File: config.mk
export PLATFORM = sky130hd
export DESIGN_NAME = ca_report_collector
export DESIGN_NICKNAME = d
export VERILOG_FILES = /design/src/rtl/ca_rpt_pkg.sv /design/src/rtl/ca_rpt_fifo.sv /design/src/rtl/ca_report_collector.sv
export SDC_FILE = /design/constraint.sdc
export NUM_CORES = 1
export LEC_CHECK = 0
export BUFFER_PORTS_ARGS = -buffer_cell sky130_fd_sc_hd__buf_2
export CAP_MARGIN = 10
export CORE_MARGIN = 2
export CORE_UTILIZATION = 45
export DETAILED_ROUTE_END_ITERATION = 8
export SLEW_MARGIN = 20
export SYNTH_ARGS = -nofsm -noshare
export SYNTH_HDL_FRONTEND = slang
export SYNTH_SLANG_ARGS = --single-unit
File: constraint.sdc
create_clock -name clk -period 8.5 [get_ports clk]
set_clock_uncertainty 0.2 [all_clocks]
set_input_delay 1.7 -clock clk [delete_from_list [all_inputs] [get_ports clk]]
set_output_delay 1.7 -clock clk [all_outputs]
set_load 0.03 [all_outputs]
File: src/rtl/ca_rpt_pkg.sv
// ca_rpt_pkg: shared types for the cellular-automata report collector.
// Holds the default offset width, the FIFO record layout and the FSM states.
package ca_rpt_pkg;

    // Default and maximum symbol-offset width carried in a record.
    localparam int unsigned OFFSET_W_DEF = 16;

    // One report record: end-of-stream flag, activated-STE vector, symbol offset.
    typedef struct packed {
        logic                    eos;
        logic [7:0]              vector;
        logic [OFFSET_W_DEF-1:0] offset;
    } ca_rpt_rec_t;

    // Collector control states.
    typedef enum logic [0:0] {
        RUN      = 1'b0,
        EOS_PEND = 1'b1
    } ca_rpt_state_t;

endpackage

File: src/rtl/ca_rpt_fifo.sv
// ca_rpt_fifo: synchronous show-ahead FIFO of ca_rpt_rec_t records.
// Read and write pointers carry an extra wrap bit to tell full from empty.
// A push while full is accepted only when a pop happens in the same cycle.
// The head output reads as all-zero while the FIFO is empty.
module ca_rpt_fifo
    import ca_rpt_pkg::*;
#(
    parameter int DEPTH = 8
) (
    input  logic        clk,
    input  logic        rst,
    input  logic        push_i,
    input  ca_rpt_rec_t push_rec_i,
    input  logic        pop_i,
    output ca_rpt_rec_t head_o,
    output logic        full_o,
    output logic        empty_o
);

    localparam int AW = $clog2(DEPTH);

    logic [AW:0] wr_q;
    logic [AW:0] rd_q;
    ca_rpt_rec_t mem_q [DEPTH];
    logic        push_ok_s;
    logic        pop_ok_s;

    assign empty_o   = (wr_q == rd_q);
    assign full_o    = (wr_q[AW] != rd_q[AW]) && (wr_q[AW-1:0] == rd_q[AW-1:0]);
    assign pop_ok_s  = pop_i && !empty_o;
    assign push_ok_s = push_i && (!full_o || pop_ok_s);
    assign head_o    = empty_o ? '0 : mem_q[rd_q[AW-1:0]];

    // Advance pointers on accepted push/pop; reset empties the FIFO.
    always_ff @(posedge clk) begin
        if (rst) begin
            wr_q <= '0;
            rd_q <= '0;
        end else begin
            if (push_ok_s) begin
                wr_q <= wr_q + (AW+1)'(1);
            end
            if (pop_ok_s) begin
                rd_q <= rd_q + (AW+1)'(1);
            end
        end
    end

    // Storage write; contents are only observable through valid pointers.
    always_ff @(posedge clk) begin
        if (push_ok_s) begin
            mem_q[wr_q[AW-1:0]] <= push_rec_i;
        end
    end

endmodule

File: src/rtl/ca_report_collector.sv
// ca_report_collector: aligns the CA processor's one-cycle-late report bit
// with the offset of the symbol that produced it and queues stamped records.
// An EOS marker record is appended after the last symbol of each stream.
// Optional feature macro: CA_RPT_DROP_CNT_EN adds a saturating drop counter
// and its drop_cnt output port.
module ca_report_collector
    import ca_rpt_pkg::*;
#(
    parameter int DEPTH    = 8,
    parameter int OFFSET_W = OFFSET_W_DEF
) (
    input  logic                clk,
    input  logic                rst,
    input  logic                sym_valid,
    input  logic                sym_last,
    input  logic                rpt_bt,
    input  logic [7:0]          act_vec,
    output logic                busy,
    output logic                rec_valid,
    input  logic                rec_ready,
    output logic [OFFSET_W-1:0] rec_offset,
    output logic [7:0]          rec_vector,
    output logic                rec_eos,
    output logic                overflow
`ifdef CA_RPT_DROP_CNT_EN
    ,
    output logic [7:0]          drop_cnt
`endif
);

    logic [OFFSET_W-1:0] off_q, off_d;
    logic [OFFSET_W-1:0] off_dly_q;
    logic [OFFSET_W-1:0] eos_off_q, eos_off_d;
    logic                v_dly_q;
    logic                l_dly_q;
    ca_rpt_state_t       state_q, state_d;
    logic                overflow_q, overflow_d;

    logic                push_s;
    logic                pop_s;
    logic                full_s;
    logic                empty_s;
    logic                can_push_s;
    logic                rpt_req_s;
    logic                drop_s;
    logic                eos_push_s;
    ca_rpt_rec_t         push_rec_s;
    ca_rpt_rec_t         head_s;

    ca_rpt_fifo #(
        .DEPTH (DEPTH)
    ) u_fifo (
        .clk        (clk),
        .rst        (rst),
        .push_i     (push_s),
        .push_rec_i (push_rec_s),
        .pop_i      (pop_s),
        .head_o     (head_s),
        .full_o     (full_s),
        .empty_o    (empty_s)
    );

    assign pop_s      = !empty_s && rec_ready;
    assign can_push_s = !full_s || pop_s;
    assign rpt_req_s  = v_dly_q && rpt_bt;

    // Push arbitration, drop detection and RUN/EOS_PEND next state.
    // While EOS is pending it owns the push port; a colliding report
    // (only possible from a symbol sent before busy rose) counts as dropped.
    always_comb begin
        state_d    = state_q;
        eos_off_d  = eos_off_q;
        push_s     = 1'b0;
        push_rec_s = '0;
        drop_s     = 1'b0;
        eos_push_s = 1'b0;
        case (state_q)
            RUN: begin
                if (rpt_req_s) begin
                    if (can_push_s) begin
                        push_s            = 1'b1;
                        push_rec_s.eos    = 1'b0;
                        push_rec_s.vector = act_vec;
                        push_rec_s.offset = OFFSET_W_DEF'(off_dly_q);
                    end else begin
                        drop_s = 1'b1;
                    end
                end else begin
                    drop_s = 1'b0;
                end
                if (v_dly_q && l_dly_q) begin
                    state_d   = EOS_PEND;
                    eos_off_d = off_dly_q;
                end else begin
                    state_d = RUN;
                end
            end
            EOS_PEND: begin
                if (can_push_s) begin
                    push_s            = 1'b1;
                    push_rec_s.eos    = 1'b1;
                    push_rec_s.vector = 8'h00;
                    push_rec_s.offset = OFFSET_W_DEF'(eos_off_q);
                    eos_push_s        = 1'b1;
                    state_d           = RUN;
                end else begin
                    state_d = EOS_PEND;
                end
                if (rpt_req_s) begin
                    drop_s = 1'b1;
                end else begin
                    drop_s = 1'b0;
                end
            end
            default: begin
                state_d = RUN;
            end
        endcase
    end

    // Symbol offset: cleared by the EOS push, else counts accepted symbols.
    always_comb begin
        off_d = off_q;
        if (eos_push_s) begin
            off_d = '0;
        end else if (sym_valid) begin
            off_d = off_q + OFFSET_W'(1);
        end else begin
            off_d = off_q;
        end
    end

    assign overflow_d = overflow_q || drop_s;

    // State, counter, alignment stage and sticky overflow registers.
    always_ff @(posedge clk) begin
        if (rst) begin
            state_q    <= RUN;
            off_q      <= '0;
            off_dly_q  <= '0;
            eos_off_q  <= '0;
            v_dly_q    <= 1'b0;
            l_dly_q    <= 1'b0;
            overflow_q <= 1'b0;
        end else begin
            state_q    <= state_d;
            off_q      <= off_d;
            off_dly_q  <= off_q;
            eos_off_q  <= eos_off_d;
            v_dly_q    <= sym_valid;
            l_dly_q    <= sym_valid && sym_last;
            overflow_q <= overflow_d;
        end
    end

`ifdef CA_RPT_DROP_CNT_EN
    logic [7:0] drop_cnt_q, drop_cnt_d;

    // Saturating count of dropped reports.
    always_comb begin
        drop_cnt_d = drop_cnt_q;
        if (drop_s && (drop_cnt_q != 8'hFF)) begin
            drop_cnt_d = drop_cnt_q + 8'd1;
        end else begin
            drop_cnt_d = drop_cnt_q;
        end
    end

    // Drop counter register.
    always_ff @(posedge clk) begin
        if (rst) begin
            drop_cnt_q <= 8'd0;
        end else begin
            drop_cnt_q <= drop_cnt_d;
        end
    end

    assign drop_cnt = drop_cnt_q;
`endif

    assign busy       = (state_q == EOS_PEND);
    assign rec_valid  = !empty_s;
    assign rec_offset = head_s.offset[OFFSET_W-1:0];
    assign rec_vector = head_s.vector;
    assign rec_eos    = head_s.eos;
    assign overflow   = overflow_q;

endmodule

==> results.md <==
- The run finished with clean final reports.
- The total via count after detailed routing is 5196.
- Registers are responsible for between 50 and 60% of the overall power.
- In this run, synthesis produced a sequential element count of 263.
- At the worst endpoint, the required time is 6.60 ns.
- The initial antenna violation count came to 1.
- The detailed router finished its first iteration with 466 violations.
- The die covers around 24000 um^2.
- Setup repair after global routing left no endpoint under its margin.
- The share of the synthesized area in the top cell type is 58.3%.
- The insertion delay to the later sink of the worst-skew pair is 0.52 ns.
- The fraction of registers with async set or reset after synthesis is 0%.
- In this run the core area contains 55 standard-cell rows.
- The core region is 22600 um^2.
- In this run, the clock network consumes 40.3% of the power.
- The final cycle utilization of the critical path is ~52%.
- Derived from the worst setup path, the maximum achievable clock frequency is between 200 and 250 MHz.
- In this run the tightest slew margin relative to its limit is 32.6%.
- TritonCTS built the clock tree.
- In this run the remaining antenna-violating nets after routing total 0.
- Setup violations remaining at the end of the flow were counted as 0.
- Ranked by total cell area, the synthesized netlist is headed by sky130_fd_sc_hd__edfxtp_1, sky130_fd_sc_hd__dfxtp_1, sky130_fd_sc_hd__mux4_2, sky130_fd_sc_hd__mux2i_1, sky130_fd_sc_hd__nand2_1.
- The first global-routing pass estimated 30500 um of wire.
- The path category of the worst min-delay check is reg -> reg.
- The fraction of final layout cells sized beyond drive strength 1 is roughly a quarter.
- At the end of the flow the core is filled with cells to 51.7%.
- The repair_antennas step left the layout with diodes totalling 0.
- At the pin with the least slew margin, the transition time is roughly 1.0 ns.
- The total iterations of the first detailed-routing run is 4.
- For this design the top-level I/O count stands at 42.
- From synthesis to final layout, the design area changed by 13.4%.
- The die is 155 um tall.
- The number of hold violations in the final report came to 0.
- The number of enable-type register cells in the synthesized netlist is 200.
- The root buffer selected by CTS is sky130_fd_sc_hd__clkbuf_16.
- The setup fix buffers added after clock tree synthesis is 0.
- The largest driver fanout on the critical path is 28.
- The net count of the finished layout is 671.
- Entering global routing, the biggest net connects 66 pins.
- After detailed routing, the average wire length per cell comes to ~20 um.
- After clock tree synthesis, the flow added hold-fix buffers numbering 0.
- The CTS clock-pin slew for the worst setup and hold paths is about 0.060 ns.
- The post-cts gate resize count is 0.
- Counting every net in the synthesized netlist gives ~630.
- The total number of H-tree levels is 1.
- The initial utilization of the core area, before any placement, comes to 45.6%.
- No sink is reached through more buffers than the 3 on the longest clock path.
- In this run the mean area of a mapped cell was 16.8 um^2.
- The switching power total is between 0.6 and 0.7 mW.
- Power spread over the standard cell area amounts to about 240 nW/um^2.
- After technology mapping, the gate count stands at 612.
- For this run, the number of Yosys warnings is 0.
- In this run, distinct cell masters in the synthesized netlist total 48.
- The number of buffers inserted during clock tree synthesis is 27.
- For this run, the register share of the synthesized area comes to 70.6%.
- The minimum clock period is 4.40 ns.
- By count the netlist is led by sky130_fd_sc_hd__edfxtp_1, sky130_fd_sc_hd__dfxtp_1, sky130_fd_sc_hd__mux4_2.
- For this block, the routed nets add up to roughly 19000 um of wire.
- The netlist area before placement is approximately 10000 um^2.
- The via count of the first global-routing pass is 5416.
- The kind of launch point of the worst setup path is a flop.
- The category of the worst setup path capture point is a primary output.
- STA puts the critical path data arrival time at 2.50 ns.
- The proportion of total power due to net switching is 22.7%.
- The combinational cell fraction of total power is under 10%.
- The cell internal power dissipation is 2.13 mW.
- In the routed design, unresolved DRC markers number 0.
- The max-cap violation count is 0.
- Global routing used around 16% of the available tracks across all layers.
- The count of final max-slew check failures is 0.
- The aggregate negative setup slack is 0 ns.
- The routed via count divided by cell count is ~5.4.
- The most numerous cell in the Yosys netlist is sky130_fd_sc_hd__edfxtp_1.
- The global route total overflow is 0.
- Of all cell types, the one taking the most synthesized area is sky130_fd_sc_hd__edfxtp_1.
- The dominant register cell in the synthesized netlist is sky130_fd_sc_hd__edfxtp_1.
- The clock drives 263 sinks.
- The count of buffers inserted at the top-level ports is 41.
- The static power due to leakage is between 3 and 4 nW.
- The start-to-end type of the worst setup path is reg -> out.
- The placer congestion estimate is 0.749.
- The peak supply drop is 0.106 mV.
- The die boundary width is 155 um.
- The HPWL after detailed placement is approximately 10000 um.
-- kinds of logic after synthesis --
group                    count (synthesis)  share of synthesized area, %
XOR/XNOR                                19                          1.84
buffers and inverters                   40                          1.67
adder cells (fa/ha/maj)                  3                         0.365
AO/OA/AOI/OAI                           49                          3.42
AND/OR/NAND/NOR                        158                          8.24
flip-flops                             263                          70.6
multiplexers                            80                          13.9
-- placed cells by master (no fill, tap or decap), types with 2 or more instances in the layout --
cell type and count:
sky130_fd_sc_hd__and4b_2 2, sky130_fd_sc_hd__and3_2 2, sky130_fd_sc_hd__mux2_1 2, sky130_fd_sc_hd__clkinv_2 9, sky130_fd_sc_hd__xor2_2 3, sky130_fd_sc_hd__nand2b_1 2
sky130_fd_sc_hd__buf_4 9, sky130_fd_sc_hd__a21boi_2 2, sky130_fd_sc_hd__clkbuf_8 2, sky130_fd_sc_hd__a22o_1 16, sky130_fd_sc_hd__ha_1 3, sky130_fd_sc_hd__nand4_4 2
sky130_fd_sc_hd__a21oi_1 21, sky130_fd_sc_hd__clkbuf_1 4, sky130_fd_sc_hd__nor2_1 35, sky130_fd_sc_hd__clkinv_1 3, sky130_fd_sc_hd__or3_1 3, sky130_fd_sc_hd__dfxtp_1 60
sky130_fd_sc_hd__edfxtp_1 200, sky130_fd_sc_hd__buf_2 40, sky130_fd_sc_hd__mux2i_1 28, sky130_fd_sc_hd__nor3_1 21, sky130_fd_sc_hd__nand4_1 7, sky130_fd_sc_hd__mux4_2 50
sky130_fd_sc_hd__xnor2_1 10, sky130_fd_sc_hd__nand2_1 41, sky130_fd_sc_hd__inv_1 2, sky130_fd_sc_hd__and2_1 9, sky130_fd_sc_hd__and4b_1 2, sky130_fd_sc_hd__clkbuf_16 28
sky130_fd_sc_hd__nor4_1 2, sky130_fd_sc_hd__xor2_1 6, sky130_fd_sc_hd__nor2b_1 19, sky130_fd_sc_hd__dfxtp_2 2
-- per-stage QoR --
stage	hold WS, ns	power, mW	instances	cell area [um^2]	worst slack (ns)
after floorplan	0.232	1.61	612	10300	4.55
after global placement	0.239	1.67	909	10800	4.39
after detailed placement	0.246	1.68	909	10800	4.38
after CTS	0.254	2.79	959	11600	3.81
after global routing	0.273	2.87	960	11700	3.85
final	0.252	2.76	960	11700	4.10
-- sequential cells by signal, indices dropped and copies added (netlist names), 4 cells and up, named ones only --
name,flops
off_q,16
off_dly_q,16
u_fifo.wr_q,4
u_fifo.mem_q,200
eos_off_q,16
u_fifo.rd_q,4
-- critical path, cell delays in order (launching register included) --
cell,delay [ns]
sky130_fd_sc_hd__dfxtp_4,0.66
sky130_fd_sc_hd__buf_16,0.29
sky130_fd_sc_hd__mux4_2,0.52
sky130_fd_sc_hd__mux2i_1,0.22
sky130_fd_sc_hd__nor2_1,0.07
sky130_fd_sc_hd__buf_2,0.19
-- routing by layer --
metal	track usage [%]	vias up	part of all wire, %
li1	-	2442	-
met1	22.5	2621	45
met2	26.9	106	49
met3	2.40	27	4.2
met4	4.11	0	1.8
met5	0	-	0
-- power groups by stage --
stage	logic [mW]	clock network, mW	registers (mW)
2_1_floorplan	0.198	0	1.41
3_3_place_gp	0.229	0	1.44
3_5_place_dp	0.232	0	1.44
4_1_cts	0.233	1.14	1.42
5_1_grt	0.266	1.20	1.40
6_report	0.246	1.11	1.40
-- final cells by class --
class                   count  area (um^2)
fillers                  1864        10900
clock buffers              34          743
inverters                   3         11.3
multi-input cells         309         2880
repair buffers             50          295
flip-flops and latches    263         7270
clock inverters            16          111
well taps                 285          357
-- worst paths after layout --
check                               startpoint                 end  slack, ns  cells after the start
worst max register to register  u_fifo.rd_q[3]  u_fifo.mem_q[5][8]       5.60                      4
worst min register to register    eos_off_q[1]        eos_off_q[1]       0.25                      2
worst min-delay path              eos_off_q[1]        eos_off_q[1]       0.25                      2
worst max-delay path                      flop      rec_offset[14]       4.10                      5
(Power assumes the default switching activity.)
